`src/rtl/mult_seq_64x64.sv`:
```
// 64x64 multiplier sequenced over one 32x32 hard multiplier (four partial products, 128-bit accumulate).
// Define MULT_SEQ_64X64_SIGNED_EN for two's-complement operands (adds one CORR cycle).
module mult_seq_64x64 (
    input  logic         clk,
    input  logic         rst,
    input  logic         in_valid,
    output logic         in_ready,
    input  logic [63:0]  in_a,
    input  logic [63:0]  in_b,
    output logic         out_valid,
    input  logic         out_ready,
    output logic [127:0] out_p,
    output logic [31:0]  mult_a,
    output logic [31:0]  mult_b,
    output logic         mult_valid,
    input  logic [63:0]  mult_c
);

`ifdef MULT_SEQ_64X64_SIGNED_EN
    typedef enum logic [2:0] {
        S_IDLE, S_PP0, S_PP1, S_PP2, S_PP3, S_CORR, S_DONE
    } state_t;
`else
    typedef enum logic [2:0] {
        S_IDLE, S_PP0, S_PP1, S_PP2, S_PP3, S_DONE
    } state_t;
`endif

    state_t         state_q, state_d;
    logic [63:0]    a_q, a_d;
    logic [63:0]    b_q, b_d;
    logic [127:0]   acc_q, acc_d;
    logic           in_ready_q, in_ready_d;
    logic           out_valid_q, out_valid_d;
    logic [6:0]     pp_shift;

    function automatic logic [127:0] pp_term(input logic [63:0] c, input logic [6:0] shift);
        return {64'b0, c} << shift;
    endfunction

`ifdef MULT_SEQ_64X64_SIGNED_EN
    // Unsigned product of the raw bit patterns overshoots the signed one by these sign-weighted terms.
    function automatic logic [127:0] corr_term(input logic [63:0] a, input logic [63:0] b);
        logic [127:0] t;
        t = '0;
        if (a[63]) t = t + {b, 64'b0};
        if (b[63]) t = t + {a, 64'b0};
        return t;
    endfunction
`endif

    always_comb begin
        mult_valid = 1'b0;
        mult_a     = '0;
        mult_b     = '0;
        pp_shift   = '0;
        case (state_q)
            S_PP0: begin
                mult_valid = 1'b1;
                mult_a     = a_q[31:0];
                mult_b     = b_q[31:0];
                pp_shift   = 7'd0;
            end
            S_PP1: begin
                mult_valid = 1'b1;
                mult_a     = a_q[31:0];
                mult_b     = b_q[63:32];
                pp_shift   = 7'd32;
            end
            S_PP2: begin
                mult_valid = 1'b1;
                mult_a     = a_q[63:32];
                mult_b     = b_q[31:0];
                pp_shift   = 7'd32;
            end
            S_PP3: begin
                mult_valid = 1'b1;
                mult_a     = a_q[63:32];
                mult_b     = b_q[63:32];
                pp_shift   = 7'd64;
            end
            default: begin
                mult_valid = 1'b0;
            end
        endcase
    end

    always_comb begin
        state_d = state_q;
        a_d     = a_q;
        b_d     = b_q;
        acc_d   = acc_q;
        case (state_q)
            S_IDLE: begin
                if (in_valid) begin
                    a_d     = in_a;
                    b_d     = in_b;
                    acc_d   = '0;
                    state_d = S_PP0;
                end
            end
            S_PP0: begin
                acc_d   = acc_q + pp_term(mult_c, pp_shift);
                state_d = S_PP1;
            end
            S_PP1: begin
                acc_d   = acc_q + pp_term(mult_c, pp_shift);
                state_d = S_PP2;
            end
            S_PP2: begin
                acc_d   = acc_q + pp_term(mult_c, pp_shift);
                state_d = S_PP3;
            end
            S_PP3: begin
                acc_d   = acc_q + pp_term(mult_c, pp_shift);
`ifdef MULT_SEQ_64X64_SIGNED_EN
                state_d = S_CORR;
`else
                state_d = S_DONE;
`endif
            end
`ifdef MULT_SEQ_64X64_SIGNED_EN
            S_CORR: begin
                acc_d   = acc_q - corr_term(a_q, b_q);
                state_d = S_DONE;
            end
`endif
            S_DONE: begin
                if (out_ready) state_d = S_IDLE;
            end
            default: begin
                state_d = S_IDLE;
            end
        endcase
    end

    // Handshake flags are registered from the next state so they line up with state_q.
    assign in_ready_d  = (state_d == S_IDLE);
    assign out_valid_d = (state_d == S_DONE);

    always_ff @(posedge clk) begin
        if (rst) begin
            state_q     <= S_IDLE;
            acc_q       <= '0;
            in_ready_q  <= 1'b1;
            out_valid_q <= 1'b0;
        end else begin
            state_q     <= state_d;
            acc_q       <= acc_d;
            in_ready_q  <= in_ready_d;
            out_valid_q <= out_valid_d;
        end
    end

    always_ff @(posedge clk) begin
        a_q <= a_d;
        b_q <= b_d;
    end

    assign in_ready  = in_ready_q;
    assign out_valid = out_valid_q;
    assign out_p     = acc_q;

endmodule

```
`config.mk`:
```
export PLATFORM = sky130hd
export DESIGN_NAME = mult_seq_64x64
export DESIGN_NICKNAME = d
export VERILOG_FILES = /design/src/rtl/mult_seq_64x64.sv
export SDC_FILE = /design/constraint.sdc
export NUM_CORES = 1
export LEC_CHECK = 0
export CAP_MARGIN = 20
export CORE_MARGIN = 10
export CORE_UTILIZATION = 30
export CTS_BUF_LIST = sky130_fd_sc_hd__clkbuf_2 sky130_fd_sc_hd__clkbuf_4 sky130_fd_sc_hd__clkbuf_8
export DETAILED_ROUTE_END_ITERATION = 10
export SLEW_MARGIN = 10
export SYNTH_ARGS = -nofsm -noshare
export SYNTH_HDL_FRONTEND = slang
export SYNTH_SLANG_ARGS = --single-unit
```
`constraint.sdc`:
```
create_clock -name clk -period 4.4 [get_ports clk]
set_input_delay 0.88 -clock clk [delete_from_list [all_inputs] [get_ports clk]]
set_output_delay 0.88 -clock clk [all_outputs]
set_load 0.02 [all_outputs]
```
# After elaboration in Yosys (flattened, before gate mapping)
# Cells that the tools add are included.
# totals
regBits,261
inputBits,196
# classes
add_sub_neg,1
eq_ne,7
shifts,1
mux,9
reduce_logical,11
# ops
cell,count
one-hot mux 128 bit (2 select lines),1
adder 128 bit,1
2-to-1 mux 128 bit,1
one-hot mux 32 bit (2 select lines),2
<< shifter 64 x 7 -> 128 bit,1
one-hot mux 3 bit (6 select lines),1
one-hot mux 7 bit (2 select lines),1
OR reduction 2 bit,5
== test 3 bit (second input constant),3
== test 3 x 2 -> 1 bit (second input constant),2
zero test 3 bit,2
2-to-1 mux 3 bit,2
AND reduction 2 bit,2
OR reduction 4 bit,1
== test 3 x 1 -> 1 bit (second input constant),1
inequality test 2 bit (second input constant),1
nonzero test 2 bit,1
2-to-1 mux 1 bit,1

# Longest topological paths before layout
# depth
word_depth,6
depth_mapped,20
ltp_nobuf,18

# Worst setup path after synthesis
# No wires, ideal clock.
# synth_timing
path_type,input -> register
startpoint,input in_valid
endpoint,register acc_q[92] (netlist: out_p[92])
setup_ps,121
arrival_ps,4489
required_time_ps,4279
path_slack_ps,-211
stages,6
n_path_buf,1
cell_sequence,nand3_1 > inv_1 > nor3_2 > clkbuf_1 > a221oi_1 > nand2_1
# synth_via
elab_chain_len,2
# synth_lines
item,line,rtl
start: declaration,6,"input logic in_valid,"
inequality test 2 bit (no line),-,
AND reduction 2 bit (no line),-,
end signal: assignment,144,acc_q <= '0;
end signal: assignment,149,acc_q <= acc_d;
end: declaration,32,"logic [127:0] acc_q, acc_d;"
# No other way between the ends.
# A chain may end at the register's enable or synchronous reset.

# Worst setup path after layout
# layout_timing
startpoint,register state_q[1]
endpoint,register acc_q[68] (netlist: out_p[68])
# layout_via
elab_chain_len,6
word_cells_on_any_way,14
classes_between,add/sub: 1; eq/ne: 5; shift: 1; mux: 2; reduce/logical: 5
# layout_lines
item,line,rtl
start: declaration,29,"state_t state_q, state_d;"
start signal: assignment,148,state_q <= state_d;
== test 3 x 2 -> 1 bit,"57, 93",
OR reduction 2 bit (no line),-,
one-hot mux 7 bit (2 select lines),57,case (state_q)
<< shifter 64 x 7 -> 128 bit,38,"return {64'b0, c} << shift;"
adder 128 bit,-,
one-hot mux 128 bit (2 select lines),93,case (state_q)
# Several ways; a longest one is shown, not always the timed one.

==> metrics.md <==
| Metric | Value |
|---|---|
| Status | `complete, no violations` |
| Worst-Margin Slew | `1.02 ns` |
| Die W | `271 µm` |
| Post-synth top flop | `dfxtp_1` |
| Final Cycle Share | `97.2%` |
| Final WL | `97600 µm` |
| Core ar. | `61900 µm²` |
| Post-DRT Antenna Nets | `0` |
| Die span in y | `271 µm` |
| Max clock buf depth | `3` |
| WL/cell | `23.4 µm` |
| Share of post-route cells with drive strength above 1 | `26.7%` |
| Slew Limit Fails | `0` |
| Area Overhead vs Synth | `59.0%` |
| Synth warnings | `0` |
| Final hold violations | `0` |
| Vias per cell | `5.34` |
| Clk_lat worst skew | `0.70 ns` |
| Initial Utilization | `30.5%` |
| Synthesized area per cell | `8.19 µm²` |
| Fillers | `6024` |
| Yosys top cell area share | `20.4%` |
| CTS tree | `yes` |
| CP cell instances | `nand2b_4 > nor2_4 > nor2_4 > buf_4 > and2_1 > ha_1 > buf_4 > a21oi_1 > o21ai_0 > a21oi_1 > o31a_1 > o21ai_2 > or2_2 > a21boi_4 > o21bai_2 > a21boi_2 > xor2_1 > o21ai_0` |
| Setup Skew | `0.0559 ns` |
| R2r endpoint | `out_p[68]` |
| Register area share after synthesis | `34.5%` |
| Yosys reg bits | `261` |
| Mapped Nets | `2627` |
| Via count | `22300` |
| Peak supply drop | `0.354 mV` |
| Root buffer cell | `clkbuf_8` |
| Std cell rows | `91` |
| Worst r2r path cells | `18` |
| Tmin final | `4.28 ns` |
| Worst Path Required | `4.94 ns` |
| Asr flop ratio synth | `0%` |
| Largest net degree at the start of global routing | `129` |
| DRC | `0` |
| Number of flops mapped to enable cells by yosys | `128` |
| Gr usage total | `25.4%` |
| Crit path depth | `18` |
| H-tree depth | `2` |
| # port buffers | `390` |
| Nets | `3612` |
| Crit path buf inv count | `2` |
| DP Cell Count | `4063` |
| Crit-path max FO | `8` |
| Pleak | `12.4 nW` |
| Vias in the first global route | `22200` |
| Crit-path leading delay family | `compound AO/OA/AOI/OAI gates` |
| Clk sink count | `261` |
| RSZ-0062 raised after global routing | `yes` |
| Clk slew on worst S/H paths | `0.07 ns` |
| CP startpoint kind | `flip-flop` |
| Maxcap violations | `0` |
| Initial antenna violation count | `11` |
| Critical path's slowest cell | `dfxtp_1` |
| TritonCTS buffer count | `53` |
| Yosys top cell by area | `edfxtp_1` |
| Io pins | `391` |
| Largest cells by area after synthesis | `edfxtp_1, dfxtp_1, ha_1` |
| Hold WC Path Type | `reg2reg` |
| CP endpoint kind | `flip-flop` |
| Drt first pass iters | `5` |
| First-pass GRT wire length | `143000 µm` |
| Setup crit end | `out_p[68]` |
| Mapped cell area | `18900 µm²` |
| Pwr per Cell Area | `421 nW/µm²` |
| RR Startpoint | `state_q[1]` |
| TNS Setup | `0 ns` |
| Crit. Startpoint | `state_q[1]` |
| Non-Filler Instances | `4165` |
| Max_slew headroom | `32.2%` |
| Detailed Place HPWL | `79700 µm` |
| Max Clk Rate | `234 MHz` |
| RD Place Congestion | `1.01` |
| Netlist cell types | `89` |
| R2r setup slk | `0.12 ns` |
| Worst path arrival time | `4.82 ns` |
| Mapped Cells | `2303` |
| First DRT Iteration DRCs | `1876` |
| Die area | `73300 µm²` |
| CP Class | `reg2reg` |
| Final setup vio count | `0` |
| GRT Residual Overflow | `0` |
| Slowest cell delay on critical path | `0.39 ns` |
## repair_timing
item / in CTS / in global routing
cloned: 0 / 0
setup buffers: 2 / 5
gates resized for setup: 15 / 75
hold endpoints to repair: 0 / 0
pin swaps: 2 / 10
hold buffers: 0 / 0
endpoints found under the setup margin: 19 / 50
## cell families after synthesis
group | Yosys count | share of synthesized area (%)
DFF | 261 | 34.5
xor gates and xnor gates | 113 | 5.25
buffers and inverters | 180 | 3.74
muxes | 6 | 0.318
adders and majority gates | 128 | 8.53
and+or+nand+nor | 805 | 19.6
AOI/OAI and AO/OA | 810 | 28.0
## synth_stat cells, types with 40 or more instances
library cell,instances
xor2_1,56
nor2_1,142
xnor2_1,57
nand2_1,352
o21ai_0,178
and3_1,41
ha_1,127
nor3_1,40
a22o_1,101
nand3_1,70
a21oi_1,293
dfxtp_1,133
clkbuf_1,110
nand4_1,59
edfxtp_1,128
## state kept, by name, indices dropped and copies added (netlist names)
signal	count
state_q	3
out_p	128
in_ready	1
b_q	64
a_q	64
out_valid	1
## report_power, final
| part | internal [W] | switching (W) |
|---|---|---|
| Clock | 0.00149 | 0.00127 |
| Combinational | 0.00302 | 0.00364 |
| Sequential | 0.00294 | 0.000275 |
## cell usage in the layout, fill, tap and decap left out, types with 18 or more instances in the layout
master           instances
nor2_1                 135
inv_1                   37
nor3_1                  38
dfxtp_1                132
o21ai_1                 25
a21oi_1                277
nand2_1                350
nand4_1                 59
nand3_1                 68
xnor2_1                 57
xor2_1                  56
a22o_1                 101
edfxtp_1               128
buf_4                  669
and3_1                  41
o21ai_0                166
clkdlybuf4s50_1        389
clkbuf_8                56
o21bai_1                30
and2_1                  30
o21a_1                  18
a21o_1                  38
ha_1                   125
## worst register-to-register path: stages (launching register included)
cell      delay (ns)
dfxtp_1         0.39
nand2b_4        0.17
nor2_4          0.05
nor2_4          0.19
buf_4           0.20
and2_1          0.30
ha_1            0.30
buf_4           0.18
a21oi_1         0.22
o21ai_0         0.16
a21oi_1         0.31
o31a_1          0.21
o21ai_2         0.08
or2_2           0.39
a21boi_4        0.23
o21bai_2        0.12
a21boi_2        0.26
xor2_1          0.29
o21ai_0         0.11
## stage by stage
step                power [W]  instance area [µm²]  util (%)  hold WS [ns]  setup slack (ns)
floorplan             0.00622                18900         -         0.539             0.316
global placement      0.00972                28500      46.0         0.461            -0.620
detailed placement    0.00973                28500      46.0         0.467            -0.626
CTS                    0.0126                29700      47.9         0.475          -0.00411
global route           0.0133                30000      48.4         0.492           -0.0496
finish                 0.0126                30000      48.4         0.473             0.122
## per-layer routing
metal  up-vias  track usage [%]  share of wire [%]
met3       168             6.69                8.8
li1      10500                -                  -
met4        16             8.94                3.6
met5         -                0               0.11
met1     10600             33.5                 44
met2       987             39.6                 44
## area by class of cell
type	instances	area (µm²)	share of cell area, %
clock buffers	64	831	2.77
inverters	39	150	0.500
clock inverters	27	264	0.880
diodes	4	10.0	0.0334
flip-flops and latches	261	6510	21.7
repair buffers	1071	9140	30.5
multi-input cells	1862	12100	40.2
well taps	837	1050	3.49
## worst min-delay path by stage
stage          cells past startpoint  startpoint  slack [ns]         end
2_1_floorplan                      2   out_p[64]        0.54   out_p[64]
3_3_place_gp                       2  out_p[113]        0.46  out_p[113]
4_1_cts                            2  out_p[113]        0.48  out_p[113]
6_report                           2  out_p[113]        0.47  out_p[113]
5_1_grt                            2  out_p[113]        0.49  out_p[113]
3_5_place_dp                       2  out_p[113]        0.47  out_p[113]
No activity file was read; power rests on OpenSTA's default activity.
